--- src/rtl/mem_arb_pkg.sv ---
// rtl/mem_arb_pkg.sv - shared types and constants for the memory arbiter
package mem_arb_pkg;

   typedef enum logic [1:0] {
      OWN_NONE = 2'd0,
      OWN_A    = 2'd1,
      OWN_B    = 2'd2
   } owner_t;

   typedef logic [0:0] arb_state_t;
   localparam arb_state_t ARB    = 1'b0;
   localparam arb_state_t LOCK_B = 1'b1;

   typedef struct packed {
      logic   valid;
      owner_t owner;
   } tag_t;

   localparam tag_t TAG_NONE = '{valid: 1'b0, owner: OWN_NONE};

   localparam int                WAIT_W   = 4;
   localparam logic [WAIT_W-1:0] WAIT_SAT = 4'd15;

endpackage

--- src/rtl/rd_tag_pipe.sv ---
// rtl/rd_tag_pipe.sv - read-ownership tag delay line, decodes per-port rvalid
module rd_tag_pipe
   import mem_arb_pkg::*;
#(
   parameter int DEPTH = 1
)
(
   input  logic clock,
   input  logic reset,
   input  tag_t tag_in,
   output logic a_rvalid,
   output logic b_rvalid
);

   tag_t pipe_q [DEPTH];
   tag_t pipe_d [DEPTH];

   // Shift every stage one step toward the output each cycle.
   always_comb begin
      pipe_d[0] = tag_in;
      for (int i = 1; i < DEPTH; i++) begin
         pipe_d[i] = pipe_q[i-1];
      end
   end

   // Stage registers; reset drops every tag still in flight.
   always_ff @(posedge clock or posedge reset) begin
      if (reset) begin
         for (int i = 0; i < DEPTH; i++) begin
            pipe_q[i] <= TAG_NONE;
         end
      end else begin
         pipe_q <= pipe_d;
      end
   end

   // The tag leaving the last stage lines up with the returning memory word.
   always_comb begin
      a_rvalid = pipe_q[DEPTH-1].valid && (pipe_q[DEPTH-1].owner == OWN_A);
      b_rvalid = pipe_q[DEPTH-1].valid && (pipe_q[DEPTH-1].owner == OWN_B);
   end

endmodule

--- src/rtl/mem_arbiter.sv ---
// rtl/mem_arbiter.sv - two-port arbiter for the shared single-port memory
module mem_arbiter
   import mem_arb_pkg::*;
#(
   parameter int AW           = 12,
   parameter int DW           = 16,
   parameter int READ_LATENCY = 1,
   parameter int MAX_WAIT     = 4
)
(
   input  logic          clock,
   input  logic          reset,
   input  logic          a_req,
   input  logic          a_rw,
   input  logic [AW-1:0] a_addr,
   input  logic [DW-1:0] a_wdata,
   output logic          a_gnt,
   output logic [DW-1:0] a_rdata,
   output logic          a_rvalid,
   input  logic          b_req,
   input  logic          b_rw,
   input  logic [AW-1:0] b_addr,
   input  logic [DW-1:0] b_wdata,
   output logic          b_gnt,
   output logic [DW-1:0] b_rdata,
   output logic          b_rvalid,
   input  logic          b_lock,
   output logic [AW-1:0] m_addr,
   output logic [DW-1:0] m_data,
   output logic          m_rw,
   input  logic [DW-1:0] m_q
);

   arb_state_t        state_q, state_d;
   logic [WAIT_W-1:0] wait_b_q, wait_b_d;
   logic [AW-1:0]     m_addr_q, m_addr_d;
   logic [DW-1:0]     m_data_q, m_data_d;
   logic              m_rw_q, m_rw_d;
   tag_t              tag_q, tag_d;
   logic              b_starved;

   // Grant: A wins by priority unless B has waited too long or holds the lock.
   always_comb begin
      b_starved = b_req && (wait_b_q >= WAIT_W'(MAX_WAIT));
      a_gnt     = 1'b0;
      b_gnt     = 1'b0;
      if (state_q == LOCK_B) begin
         b_gnt = b_req;
      end else begin
         a_gnt = a_req && !b_starved;
         b_gnt = b_req && !a_gnt;
      end
   end

   // Lock is only taken when B wins on its own merits, released when b_lock drops.
   always_comb begin
      state_d = state_q;
      case (state_q)
         ARB:     if (b_gnt && b_lock) state_d = LOCK_B;
         default: if (!b_lock)         state_d = ARB;
      endcase
   end

   // Count consecutive refused B cycles, saturating so it never wraps.
   always_comb begin
      wait_b_d = wait_b_q;
      if (b_gnt || !b_req) begin
         wait_b_d = '0;
      end else if (wait_b_q != WAIT_SAT) begin
         wait_b_d = wait_b_q + 1'b1;
      end
   end

   // Capture the granted command; the read tag travels beside the command register.
   always_comb begin
      m_addr_d = m_addr_q;
      m_data_d = m_data_q;
      m_rw_d   = 1'b0;
      tag_d    = TAG_NONE;
      if (a_gnt) begin
         m_addr_d = a_addr;
         m_data_d = a_wdata;
         m_rw_d   = a_rw;
         tag_d    = '{valid: !a_rw, owner: OWN_A};
      end else if (b_gnt) begin
         m_addr_d = b_addr;
         m_data_d = b_wdata;
         m_rw_d   = b_rw;
         tag_d    = '{valid: !b_rw, owner: OWN_B};
      end
   end

   // State, wait counter and command registers.
   always_ff @(posedge clock or posedge reset) begin
      if (reset) begin
         state_q  <= ARB;
         wait_b_q <= '0;
         m_addr_q <= '0;
         m_data_q <= '0;
         m_rw_q   <= 1'b0;
         tag_q    <= TAG_NONE;
      end else begin
         state_q  <= state_d;
         wait_b_q <= wait_b_d;
         m_addr_q <= m_addr_d;
         m_data_q <= m_data_d;
         m_rw_q   <= m_rw_d;
         tag_q    <= tag_d;
      end
   end

   // tag_q is captured on the same edge as m_addr, so READ_LATENCY further
   // stages bring it out in the cycle the memory presents the data.
   rd_tag_pipe #(
      .DEPTH (READ_LATENCY)
   ) u_rd_tag_pipe (
      .clock    (clock),
      .reset    (reset),
      .tag_in   (tag_q),
      .a_rvalid (a_rvalid),
      .b_rvalid (b_rvalid)
   );

   assign m_addr  = m_addr_q;
   assign m_data  = m_data_q;
   assign m_rw    = m_rw_q;
   assign a_rdata = m_q;
   assign b_rdata = m_q;

endmodule

--- config.mk ---
export PLATFORM = sky130hd
export DESIGN_NAME = mem_arbiter
export DESIGN_NICKNAME = d
export VERILOG_FILES = /design/src/rtl/mem_arb_pkg.sv /design/src/rtl/rd_tag_pipe.sv /design/src/rtl/mem_arbiter.sv
export SDC_FILE = /design/constraint.sdc
export NUM_CORES = 1
export LEC_CHECK = 0
export BUFFER_PORTS_ARGS = -buffer_cell sky130_fd_sc_hd__buf_2
export CORE_ASPECT_RATIO = 0.75
export CORE_UTILIZATION = 44
export CTS_CLUSTER_DIAMETER = 40
export DETAILED_ROUTE_END_ITERATION = 7
export GPL_TIMING_DRIVEN = 0
export PLACE_DENSITY_LB_ADDON = 0.08
export SETUP_SLACK_MARGIN = 0.5
export SLEW_MARGIN = 20
export SYNTH_ARGS = -nofsm -noshare
export SYNTH_HDL_FRONTEND = slang
export SYNTH_SLANG_ARGS = --single-unit
--- constraint.sdc ---
create_clock -name clock -period 2.3 [get_ports clock]
set_input_delay 0.46 -clock clock [delete_from_list [all_inputs] [get_ports clock]]
set_output_delay 0.46 -clock clock [all_outputs]
set_load 0.005 [all_outputs]
; ---- Word-level counts from Yosys, hierarchy flattened
; Cells that the tools add are included.
[classes]
addsub = 1
n_lt_le_gt_ge = 1
reduce_logical = 14
n_mux = 15
n_eq_ne = 3
[op_table]
columns = op, n
row1 = 16-bit 2-to-1 mux, 2
row2 = 12-bit 2-to-1 mux, 2
row3 = 4-bit 2-to-1 mux, 2
row4 = 1-bit 2-to-1 mux, 7
row5 = 1-bit logical AND, 6
row6 = 3-bit 2-to-1 mux, 2
row7 = 1-bit zero test, 5
row8 = 4-bit by 1-bit adder with 4-bit output (second input constant), 1
row9 = 4-bit by 3-bit >= comparator with 1-bit output (second input constant), 1
row10 = 4-bit inequality test (second input constant), 1
row11 = 2-bit nonzero test, 2
row12 = 2-bit by 1-bit equality test with 1-bit output (second input constant), 1
row13 = 2-bit equality test (second input constant), 1
row14 = 1-bit logical OR, 1
[totals]
inputBits = 79
register_bits = 40
elab_cells = 43
out_inout_bits = 65

; ---- Depth between registers and ports, before layout
[logic_depth]
ltp_word = 10
ltp_mapped = 6
mapped_depth_nobuf = 3

; ---- Cells and area by module
; From an unflattened synthesis, not the netlist that was laid out.
[unflattened]
cells_unflattened = 165
area_unflattened_um2 = 1975.6
[modules_own_cells]
columns = mod, area_per_inst_um2, cells_each, seq_area_each_um2, instances
row1 = mem_arbiter, 1879.3, 159, 925.9, 1
row2 = rd_tag_pipe, 96.3, 6, 75.1, 1

; ---- Worst setup path after synthesis
; No wires, ideal clock.
[synth_path]
kind = input to output
from = input port a_req
to = output port b_gnt
t_arrival_ps = 1044
path_buffers = 1
setup_slack_ps = 796
t_required_ps = 1840
path_stages = 3
path_cell_list = nor2b_2 a21boi_1 buf_2
[synth_via]
elab_chain_cells = 4
[synth_rtl]
columns = element, line
row1 = "start, declared", mem_arbiter.sv:13  ; input logic a_req,
row2 = 1-bit logical AND, mem_arbiter.sv:50  ; a_gnt = a_req && !b_starved;
row3 = 1-bit zero test, mem_arbiter.sv:51  ; b_gnt = b_req && !a_gnt;
row4 = 1-bit logical AND, mem_arbiter.sv:51
row5 = 1-bit 2-to-1 mux, mem_arbiter.sv:47  ; if (state_q == LOCK_B) begin
row6 = "end, declared", mem_arbiter.sv:24  ; output logic b_gnt,
; Every way passes these cells.

; ---- Worst setup path in the final report
[layout_path]
from = register wait_b_q[2]
to = output port a_gnt
[layout_via]
elab_chain_cells = 5
[layout_rtl]
columns = element, line
row1 = "start, declared", mem_arbiter.sv:35  ; logic [WAIT_W-1:0] wait_b_q, wait_b_d;
row2 = "start signal, assigned", mem_arbiter.sv:104  ; wait_b_q <= wait_b_d;
row3 = 4-bit by 3-bit >= comparator with 1-bit output, mem_arbiter.sv:44  ; b_starved = b_req && (wait_b_q >= WAIT_W'(MAX_WAIT));
row4 = 1-bit logical AND, mem_arbiter.sv:44
row5 = 1-bit zero test, mem_arbiter.sv:50
row6 = 1-bit logical AND, mem_arbiter.sv:50
row7 = 1-bit 2-to-1 mux, mem_arbiter.sv:47
row8 = "end, declared", mem_arbiter.sv:17  ; output logic a_gnt,
; Every way passes these cells.

==> impl_results.md <==
* Status: completed
* GRT Overall Usage at 20.1%
* Wirelength per Cell at 13.5 µm
* Fin area at 2870 µm²
* Total die area at 4750 µm²
* Sequential area share after synthesis at 50.8%
* Commonest non-fill, non-tap cell in the layout: buf_2
* Post-synth cell types at 23
* Net Switching at 434 µW
* Starting Density at 47.2%
* FP Rows at 20
* Initial antenna violation count at 0
* Worst Skew at 0.00471 ns
* Post-Syn Instances at 165
* Max Transition Viols Final at 0
* Die W at 79.3 µm
* Post-route setup slack at 0.541 ns
* Slowest-stage cell, CP: dfrtp_1
* Finished Core Util at 68.7%
* Fill cells at 340
* Placed cells at 347
* Synth area leaders: dfrtp_1, a221o_1, buf_4
* Clock-pin slew on the worst setup and hold paths at 0.08 ns
* Crit-path max FO at 3
* Most frequent cells in the layout: buf_2, buf_4, dfrtp_1, nor3b_1, a221o_1
* Total Nets Final at 386
* Crit end category: output pin
* Worst skew pair latency at 0.29 ns
* First-pass iteration count of the detailed router at 4
* Max stage delay on crit path at 0.43 ns
* Remaining Overflow, GRT at 0
* Largest net degree at the start of global routing at 29
* Clk buf depth at 2
* Hold Path Class: in -> async
* WP buf/inv at 3
* # port buffers at 126
* RSZ-0062 raised after global routing: true
* Fmax at 569 MHz
* Setup CP Type: reg -> out
* CP delay by family, top: flip-flops
* Clock Power Share at 31.4%
* Worst endpoint required time at 1.84 ns
* DRC at 0
* Register-to-Register Path Depth at 5
* Minimum clock period at 1.76 ns
* Worst-path cell chain: o21ai_2 -> and2_4 -> buf_6 -> buf_8 -> buf_2
* Flop pwr share at 45.4%
* ANT cells at 0
* Yosys top cell area share at 50.8%
* Synth warn at 0
* Setup violators final at 0
* IO Pins at 144
* Core box area at 4180 µm²
* Syn Nets at 245
* Non-Filler Instances at 362
* Crit path depth at 5
* Cell taking the most area after synthesis: dfrtp_1
* Clock root cell: clkbuf_8
* Placed cell areas at 2690 µm²
* Synth Area per Inst at 11.9 µm²
* CTS H-tree lvls at 2
* Final wirelength at 4880 µm
* Internal power at 1340 µW
* Endpoints failing hold at 0
* Drt first-iter violations at 69
* Share of post-route cells with drive strength above 1 at 60.9%
* Max-cap viol count at 0
* Synth Cell Area at 1970 µm²
* Pwr dens at 618 nW/µm²
* Antenna viol nets, final at 0
* CTS tree: done
* TritonCTS Buffers at 5
* Critical Path AT at 1.30 ns
* First-pass GRT wire length at 7090 µm
* Layout Area Growth over Synthesis at 45.7%
* Synthesized flop and latch total at 40
* Cts hold-fix bufs at 0
* Vias at 1772
* Clk sinks at 40
* Max VDD drop at 0.000334 V
* Sw frac at 24.5%
* Leakage power at 0.00152 µW
* Proportion of power drawn by combinational gates at 23.1%
* Pre-CTS setup slack at 0.387 ns
* Startpoint types: register
* Setup TNS at 0 ns
* Dpl hpwl at 3620 µm
* Vias in the first global route at 1569
* Die Ht at 60.0 µm
* Final worst-path cycle share at 76.5%
* Gpl congestion at 0.776
* Via-to-Cell Ratio at 4.90
-- cells by family (layout without fill, tap and decap cells) --
kind of cell               after synthesis  after routing  share of synthesized area, %
xor gates and xnor gates                 1              1                         0.445
DFF                                     40             40                          50.8
and+or+nand+nor                         38             38                          13.5
AOI/OAI and AO/OA                       35             35                          17.1
buffers and inverters                   49            191                          17.3
adders and majority gates                1              1                         0.635
other                                    1              1                         0.190
-- registers in the layout, summed over array words and instances (netlist names) --
name                  flops
m_data                   16
m_rw                      1
m_addr                   12
state_q                   1
u_rd_tag_pipe.pipe_q      3
tag_q                     3
wait_b_q                  4
-- synth_stat cells, drive strengths merged --
cell type,count
a221o,28
buf,40
nand2,1
and2,1
nor2,4
and3,1
dfrtp,40
and3b,1
a21boi,3
o21a,1
clkbuf,6
ha,1
inv,3
conb,1
o21ai,1
nor2b,1
a22o,2
xnor2,1
nand3,1
nor3b,28
-- layer usage --
layer	wire (µm)	vias up	global-route usage [%]
li1	-	856	-
met1	2200	815	26.1
met2	2230	94	32.5
met3	378	7	5.04
met4	75	0	8.31
met5	0	-	0
-- final timing paths --
kind                        startpoint                       to  slack [ns]
max                        wait_b_q[2]                    a_gnt        0.54
min                              reset                m_data[2]        0.12
max reg2reg                    state_q                m_addr[7]        0.75
min in group clock            tag_q[1]  u_rd_tag_pipe.pipe_q[1]        0.35
max in group asynchronous        reset               m_data[12]        1.74
min reg2reg                   tag_q[1]  u_rd_tag_pipe.pipe_q[1]        0.35
-- through the flow --
stage,power (µW),hold WS (ns)
6_report,1780,0.116
3_5_place_dp,1220,0.335
4_1_cts,1780,0.122
3_3_place_gp,1210,0.332
5_1_grt,1860,0.125
2_1_floorplan,1030,0.331
-- area by class of cell --
| cell class | count | area, µm² | area share, % |
|---|---|---|---|
| clock buffer | 6 | 72.6 | 2.53 |
| tap | 55 | 68.8 | 2.40 |
| clock inverter | 2 | 35.0 | 1.22 |
| inverter | 3 | 11.3 | 0.392 |
| sequential | 40 | 1000 | 34.9 |
| multi-input combinational | 76 | 639 | 22.3 |
| buffer | 46 | 340 | 11.9 |
| timing repair buffer | 134 | 703 | 24.5 |
-- power groups by stage --
stage / sequential (µW) / clock, µW / combinational (µW)
after floorplan: 825 / 0 / 206
after global placement: 818 / 0 / 391
after detailed placement: 818 / 0 / 400
after CTS: 806 / 566 / 410
after global routing: 815 / 592 / 448
final: 806 / 558 / 411
-- what timing repair did --
action | CTS | global route
cloned | 0 | 0
setup endpoints to repair | 2 | 2
pin swaps | 1 | 3
setup buffers | 4 | 3
gates resized for setup | 4 | 2
endpoints found under the hold margin | 0 | 0
Note: power is estimated with default switching activity, not from simulation.
